### config.mk
export PLATFORM = sky130hd
export DESIGN_NAME = move_cmd_queue
export DESIGN_NICKNAME = d
export VERILOG_FILES = /design/src/rtl/move_cmd_queue.sv
export SDC_FILE = /design/constraint.sdc
export NUM_CORES = 1
export LEC_CHECK = 0
export CAP_MARGIN = 10
export CORE_ASPECT_RATIO = 0.7
export CORE_UTILIZATION = 60
export CTS_CLUSTER_SIZE = 40
export DETAILED_ROUTE_END_ITERATION = 10
export HOLD_SLACK_MARGIN = 0.08
export PLACE_DENSITY = 0.94
export SYNTH_ARGS = -nofsm -noshare
export SYNTH_HDL_FRONTEND = slang
export SYNTH_SLANG_ARGS = --single-unit
### constraint.sdc
create_clock -name clk -period 3.6 [get_ports clk]
set_input_delay 0.36 -clock clk [delete_from_list [all_inputs] [get_ports clk]]
set_output_delay 0.36 -clock clk [all_outputs]
set_load 0.05 [all_outputs]
### src/rtl/move_cmd_queue.sv
// Button-driven move command queue: debounced presses capture sw into a FIFO, drained as paced strobes.
// Optional macro MOVE_CMD_REPEAT_EN adds auto-repeat while the button is held.
module move_cmd_queue #(
    parameter int DEPTH           = 4,
    parameter int DEBOUNCE_CYCLES = 16,
    parameter int GAP_CYCLES      = 4
) (
    input  logic                      clk,
    input  logic                      rst_n,
    input  logic                      btn,
    input  logic [3:0]                sw,
    output logic                      cmd_valid,
    output logic [3:0]                cmd,
    output logic [$clog2(DEPTH):0]    count,
    output logic                      full,
    output logic                      empty,
    output logic                      overflow
);

    localparam int AW  = $clog2(DEPTH);
    localparam int DBW = (DEBOUNCE_CYCLES > 1) ? $clog2(DEBOUNCE_CYCLES) : 1;
    localparam int GW  = (GAP_CYCLES > 1) ? $clog2(GAP_CYCLES) : 1;
    localparam logic [AW:0]     DEPTH_C  = (AW+1)'(DEPTH);
    localparam logic [DBW-1:0]  DB_LAST  = DBW'(DEBOUNCE_CYCLES - 1);
    localparam logic [GW-1:0]   GAP_LOAD = GW'((GAP_CYCLES > 0) ? GAP_CYCLES - 1 : 0);

    localparam logic [1:0] ST_IDLE  = 2'd0;
    localparam logic [1:0] ST_ISSUE = 2'd1;
    localparam logic [1:0] ST_GAP   = 2'd2;

    logic           btn_meta, btn_s;
    logic           db_level, db_flip, press_rise, push, pop, push_ok;
    logic [DBW-1:0] db_cnt;
    logic [3:0]     mem [DEPTH];
    logic [AW-1:0]  wr_ptr, rd_ptr;
    logic [AW:0]    count_nxt;
    logic [1:0]     state;
    logic [GW-1:0]  gap_cnt;

    always_ff @(posedge clk or negedge rst_n) begin
        if (!rst_n) begin
            btn_meta <= 1'b0;
            btn_s    <= 1'b0;
        end else begin
            btn_meta <= btn;
            btn_s    <= btn_meta;
        end
    end

    // level flips only after DEBOUNCE_CYCLES consecutive samples disagree with it
    assign db_flip    = (btn_s != db_level) && (db_cnt == DB_LAST);
    assign press_rise = db_flip && btn_s;

    always_ff @(posedge clk or negedge rst_n) begin
        if (!rst_n) begin
            db_level <= 1'b0;
            db_cnt   <= '0;
        end else if (btn_s == db_level) begin
            db_cnt   <= '0;
        end else if (db_flip) begin
            db_level <= btn_s;
            db_cnt   <= '0;
        end else begin
            db_cnt   <= db_cnt + 1'b1;
        end
    end

`ifdef MOVE_CMD_REPEAT_EN
    localparam int RPT = 8 * DEBOUNCE_CYCLES;
    localparam int RW  = $clog2(RPT);
    localparam logic [RW-1:0] RPT_LAST = RW'(RPT - 1);
    logic [RW-1:0] rpt_cnt;
    logic          rpt_fire;

    assign rpt_fire = db_level && (rpt_cnt == RPT_LAST);
    assign push     = press_rise || rpt_fire;

    always_ff @(posedge clk or negedge rst_n) begin
        if (!rst_n)                    rpt_cnt <= '0;
        else if (!db_level || rpt_fire) rpt_cnt <= '0;
        else                           rpt_cnt <= rpt_cnt + 1'b1;
    end
`else
    assign push = press_rise;
`endif

    assign pop     = (state == ST_ISSUE);
    assign push_ok = push && (!full || pop);

    always_comb begin
        count_nxt = count;
        if (push_ok && !pop)      count_nxt = count + 1'b1;
        else if (!push_ok && pop) count_nxt = count - 1'b1;
    end

    always_ff @(posedge clk) begin
        if (push_ok) mem[wr_ptr] <= sw;
    end

    always_ff @(posedge clk or negedge rst_n) begin
        if (!rst_n) begin
            wr_ptr   <= '0;
            rd_ptr   <= '0;
            count    <= '0;
            full     <= 1'b0;
            empty    <= 1'b1;
            overflow <= 1'b0;
        end else begin
            if (push_ok) wr_ptr <= wr_ptr + 1'b1;
            if (pop)     rd_ptr <= rd_ptr + 1'b1;
            count    <= count_nxt;
            full     <= (count_nxt == DEPTH_C);
            empty    <= (count_nxt == '0);
            overflow <= overflow || (push && full && !pop);
        end
    end

    // strobe and head capture happen on the edge that leaves ISSUE, alongside the pop
    always_ff @(posedge clk or negedge rst_n) begin
        if (!rst_n) begin
            state     <= ST_IDLE;
            gap_cnt   <= '0;
            cmd_valid <= 1'b0;
            cmd       <= 4'd0;
        end else begin
            cmd_valid <= 1'b0;
            case (state)
                ST_IDLE: begin
                    if (!empty) state <= ST_ISSUE;
                end
                ST_ISSUE: begin
                    cmd_valid <= 1'b1;
                    cmd       <= mem[rd_ptr];
                    if (GAP_CYCLES > 0) begin
                        state   <= ST_GAP;
                        gap_cnt <= GAP_LOAD;
                    end else begin
                        state   <= ST_IDLE;
                    end
                end
                ST_GAP: begin
                    if (gap_cnt == '0) state <= ST_IDLE;
                    else               gap_cnt <= gap_cnt - 1'b1;
                end
                default: state <= ST_IDLE;
            endcase
        end
    end

endmodule
* Word level (Yosys, flattened, before mapping) *
Memory sizes are Yosys's and may differ from the RTL's. A register that Yosys moved wholly into a read port is not among the register bits.
Cells that the tools add are included.

word-level totals
  input port bits = 7
  output and inout port bits = 11
  RAM bits = 16
  flip-flop bits (word level) = 22
  memories kept = 1
  word-level logic and storage cells = 62

cells by class
  reductions and logical operators = 20
  eq/ne operators = 9
  multiplexer cells = 12
  add/subtract/negate cells = 6
  bitwise logic cells = 1

memory list
  memory  words  bits a word  rd ports  clocked after Yosys merged registers in  write ports  RTL line  text
  mem     4      4            1         1                                        1            34        logic [3:0] mem [DEPTH];

operators by type and width
  kind                                                                 count
  4-bit 2-to-1 mux                                                     2
  1-bit logical AND                                                    7
  2-bit 2-to-1 mux                                                     3
  3-bit 2-to-1 mux                                                     2
  2-bit != test (second input constant)                                3
  2-bit one-hot mux with 3 select lines                                1
  2-bit AND reduction                                                  3
  2-bit by 1-bit adder with 2-bit output (second input constant)       2
  4-bit by 1-bit adder with 4-bit output (second input constant)       1
  4-bit == test (second input constant)                                1
  1-bit zero test                                                      4
  2-bit zero test                                                      2
  2-bit one-hot mux with 2 select lines                                1
  3-bit by 1-bit adder with 3-bit output (second input constant)       1
  3-bit == test (second input constant)                                1
  3-bit zero test                                                      1
  1-bit 2-to-1 mux                                                     3
  3-bit by 1-bit subtractor with 3-bit output (second input constant)  1
  2-bit by 1-bit == test with 1-bit output (second input constant)     1
  2-bit == test (second input constant)                                1
  1-bit logical OR                                                     2
  2-bit nonzero test                                                   1
  2-bit by 1-bit subtractor with 2-bit output (second input constant)  1
  1-bit == test                                                        1
  other kinds (2)                                                      2

* Longest topological paths before layout *
  word-level depth = 9
  gate-level depth with buffers = 6
  depth with buffers taken out = 5

* Least setup slack after synthesis *
Ideal clock, no wire load.

  kind = register to register
  start point = register count[0]
  end point = register full
  library setup time = 137 ps
  required time = 3463 ps
  arrival time = 1561 ps
  buffers on the path = 0
  path slack = 1901 ps
  clock period less this slack = 1699 ps
  cell stages (with the launch flop) = 6
  cell sequence = dfrtp_1 > inv_1 > ha_1 > and2_1 > a22oi_1 > a211oi_2

on the way
  cells in the longest elaborated chain, start to end = 4
  elaborated cells on any way between the ends = 5
  classes of those cells = add/sub: 2; eq/ne: 1; mux: 2

ends and longest elaborated chain
  item                                         RTL line  text
  from (decl)                                  14        output logic [$clog2(DEPTH):0] count,
  from (signal assigned)                       111       count <= count_nxt;
  3-bit by 1-bit subtractor with 3-bit output  93        else if (!push_ok && pop) count_nxt = count - 1'b1;
  3-bit 2-to-1 mux                             93
  3-bit 2-to-1 mux (*)                         92        if (push_ok && !pop) count_nxt = count + 1'b1;
  3-bit == test (*)                            112       full <= (count_nxt == DEPTH_C);
  to (signal assigned)                         112
  to (decl)                                    15        output logic full,

Every way passes the cells marked *; elsewhere a longest branch is shown, timed or not.
A chain may end at the register's enable or synchronous reset.

* Worst setup path after layout *
  start point = register empty
  end point = output empty

RTL lines
  item                    RTL line  text
  from (decl)             16        output logic empty,
  from (signal assigned)  113       empty <= (count_nxt == '0);

No word-level cell between the ends.

==> impl_results.md <==
- Status: finished clean
- Most frequent cells in the layout: 25 x dfrtp_1, 17 x nand2_1, 17 x clkdlybuf4s50_1
- IO Port Bufs: 17
- Post-route non-filler standard cell count: 196
- Distinct cell type count after synthesis: 41
- Root Buffer: clkbuf_8
- CP Launch Type: flop
- Post-synthesis sequential area ratio: 0.609
- Post-route setup slack: 1610 ps
- Clk Latency, worst-skew pair: 300 ps
- Top Family by Delay on Critical Path: buffers and inverters
- Post-synth EDFFs: 16
- Total Wirelength: 3150 µm
- Clock transition at path regs: 80 ps
- Vias in the first global route: 1,162
- Yosys Warn Count: 0
- Min-delay worst type: reg2reg
- Core area: 2860 µm²
- DR iter-0 viols: 62
- Share of cells above drive strength 1: 0.163
- CP arrival: 1630 ps
- Placement Setup Slack: about 1700 ps
- CP max-delay cell: clkdlybuf4s50_1
- Initial antenna violation count: 0
- TNS Setup: 0 ps
- TritonCTS clock tree: yes
- Die area: approximately 3300 µm²
- # Max-Cap Violations: 0
- RSZ-0062 raised after global routing: no
- Antenna diode count: 0
- Fin. Hold Viols: 0
- Io pins: 18
- Fin crit period: 1990 ps
- CP Depth: 1
- Worst path required time: 3240 ps
- Routed Antenna Nets: 0
- Ys flop type: dfrtp_1
- H-Tree Depth: 2
- Setup Fix Bufs, Post-CTS: 0
- CP Buf/Inv Count: 1
- Worst hold stages: 0
- Yosys reg bits: 42
- Path depth of the worst reg2reg path: 4
- Num rows: 16
- CTS Buf Count: 5
- Placed cells: 187
- Cell chain of the critical path: clkdlybuf4s50_1
- Nets: around 170
- Placed Area: 2050 µm²
- Final instance area: roughly 2200 µm²
- Final Cycle Share: 0.552
- Initial core utilization: 0.649
- Post-CTS sizing: 0
- Synth Net Count: 152
- Area occupied by multi-input gates: 674 µm²
- Seq. cell area: around 1100 µm²
- Slew margin rel.: 0.509
- Area delta synth->final: 15.9%
- Measured slew at the worst slew-check pin: roughly 730 ps
- Die Wd: 68.5 µm
- CTS Hold Bufs: 0
- DRC errors left: 0
- Synthesized area: 1860 µm²
- Routability congestion estimate: 0.794
- Avg Inst Size Synth: 13.6 µm²
- CTS sink count: 42
- Crit Path Max Fanout: 2
- CP endpoint kind: primary output
- Syn Inst Count: 137
- Die Y: 48.6 µm
- Total iterations of the first detailed-routing run: 4
- Setup CP Type: reg2out
- First-pass GRT wire length: 5210 µm
- Post-DP HPWL: 2300 µm
- Maximum vdd drop: 0.000412 V
- Final Setup Violations: 0
- Asr flop ratio synth: 0.619
- Largest net degree at the start of global routing: 27
- Most common cell after layout, fill and taps aside: dfrtp_1
- Vias: 1,121
- Cell Pwr Density: 760 nW/µm²
- Layout fillers: 178
- Critical path's largest stage delay: 790 ps
- DR WL/cell: approximately 16 µm
- Total gr overflow: 0
- Fin Hold WS: 361 ps
- Peak Freq: approximately 500 MHz
- Leak: approximately 0.90 nW
- Vias per Instance: 5.72
- Clock buffer depth: 2
- All-Layer GR Usage: 0.231
- Max-slew violations: 0
- Setup Skew: 9.28 ps
power breakdown:
group / internal (mW) / switching [mW]
logic: 0.269 / 0.369
clock network: 0.155 / 0.156
registers: 0.588 / 0.101
registers in the layout, indices dropped and copies added, names as in the netlist:
register / cells
mem: 16
cmd: 4
db_cnt: 4
count: 3
gap_cnt: 2
rd_ptr: 2
state: 2
wr_ptr: 2
btn_meta: 1
btn_s: 1
cmd_valid: 1
db_level: 1
empty: 1
full: 1
overflow: 1
per-stage QoR:
step	power, mW	util
2_1_floorplan	1.17	-
4_1_cts	1.65	0.748
5_1_grt	1.73	0.752
6_report	1.64	0.752
3_3_place_gp	1.30	0.716
3_5_place_dp	1.34	0.716
cells in the mapped netlist (2+ instances only):
library cell / count / area (µm²)
ha_1: 8 / 100
nor2b_1: 2 / 12.5
dfrtp_1: 25 / 626
a21o_1: 3 / 22.5
o21ai_0: 2 / 10.0
nor2_1: 5 / 18.8
inv_1: 6 / 22.5
edfxtp_1: 16 / 480
nor3_1: 8 / 40.0
a211oi_2: 2 / 25.0
a21oi_1: 2 / 10.0
mux4_2: 4 / 90.1
nand2_1: 17 / 63.8
xnor2_1: 6 / 52.6
and2_1: 5 / 31.3
worst reg2reg max path, stage by stage (launching register included):
cell	delay (ps)
dfrtp_1	390
ha_1	290
nand3_2	160
a211oi_2	420
and2_1	310
metal layers:
metal | part of all wire | wire length, µm | track usage
met1 | 0.45 | 1430 | 0.283
met2 | 0.47 | 1490 | 0.356
met3 | 0.058 | 182 | 0.0920
met4 | 0.017 | 55 | 0.104
met5 | 0 | 0 | 0
final timing paths:
| path | slack [ps] | from | end |
|---|---|---|---|
| max in group asynchronous | 2550 | rst_n | db_cnt[1]$_DFF_PN0_ |
| worst max register to register | 1740 | db_cnt[0]$_DFF_PN0_ | mem[0][1]$_DFFE_PP_ |
| worst max-delay path | 1610 | empty$_DFF_PN1_ | empty |
| min in group asynchronous | 490 | rst_n | gap_cnt[0]$_DFFE_PN0P_ |
| worst min register to register | 360 | btn_meta$_DFF_PN0_ | btn_s$_DFF_PN0_ |
| worst min-delay path | 360 | btn_meta$_DFF_PN0_ | btn_s$_DFF_PN0_ |
logic make-up after synthesis:
family | after synthesis | share of synthesized area
buffers and inverters | 10 | 0.0276
adders and majority gates | 8 | 0.0539
and+or+nand+nor | 48 | 0.150
DFF | 42 | 0.609
AOI/OAI and AO/OA | 19 | 0.0822
xor gates and xnor gates | 6 | 0.0283
muxes | 4 | 0.0485
area by class of cell:
type                    instances  share of cell area
repair buffers                 18              0.0843
flip-flops and latches         42               0.526
clock buffers                   7              0.0401
inverters                       7              0.0134
well taps                      36              0.0209
clock inverters                 1             0.00232
multi-input cells              85               0.313
Power figures use the tool's default switching activity.
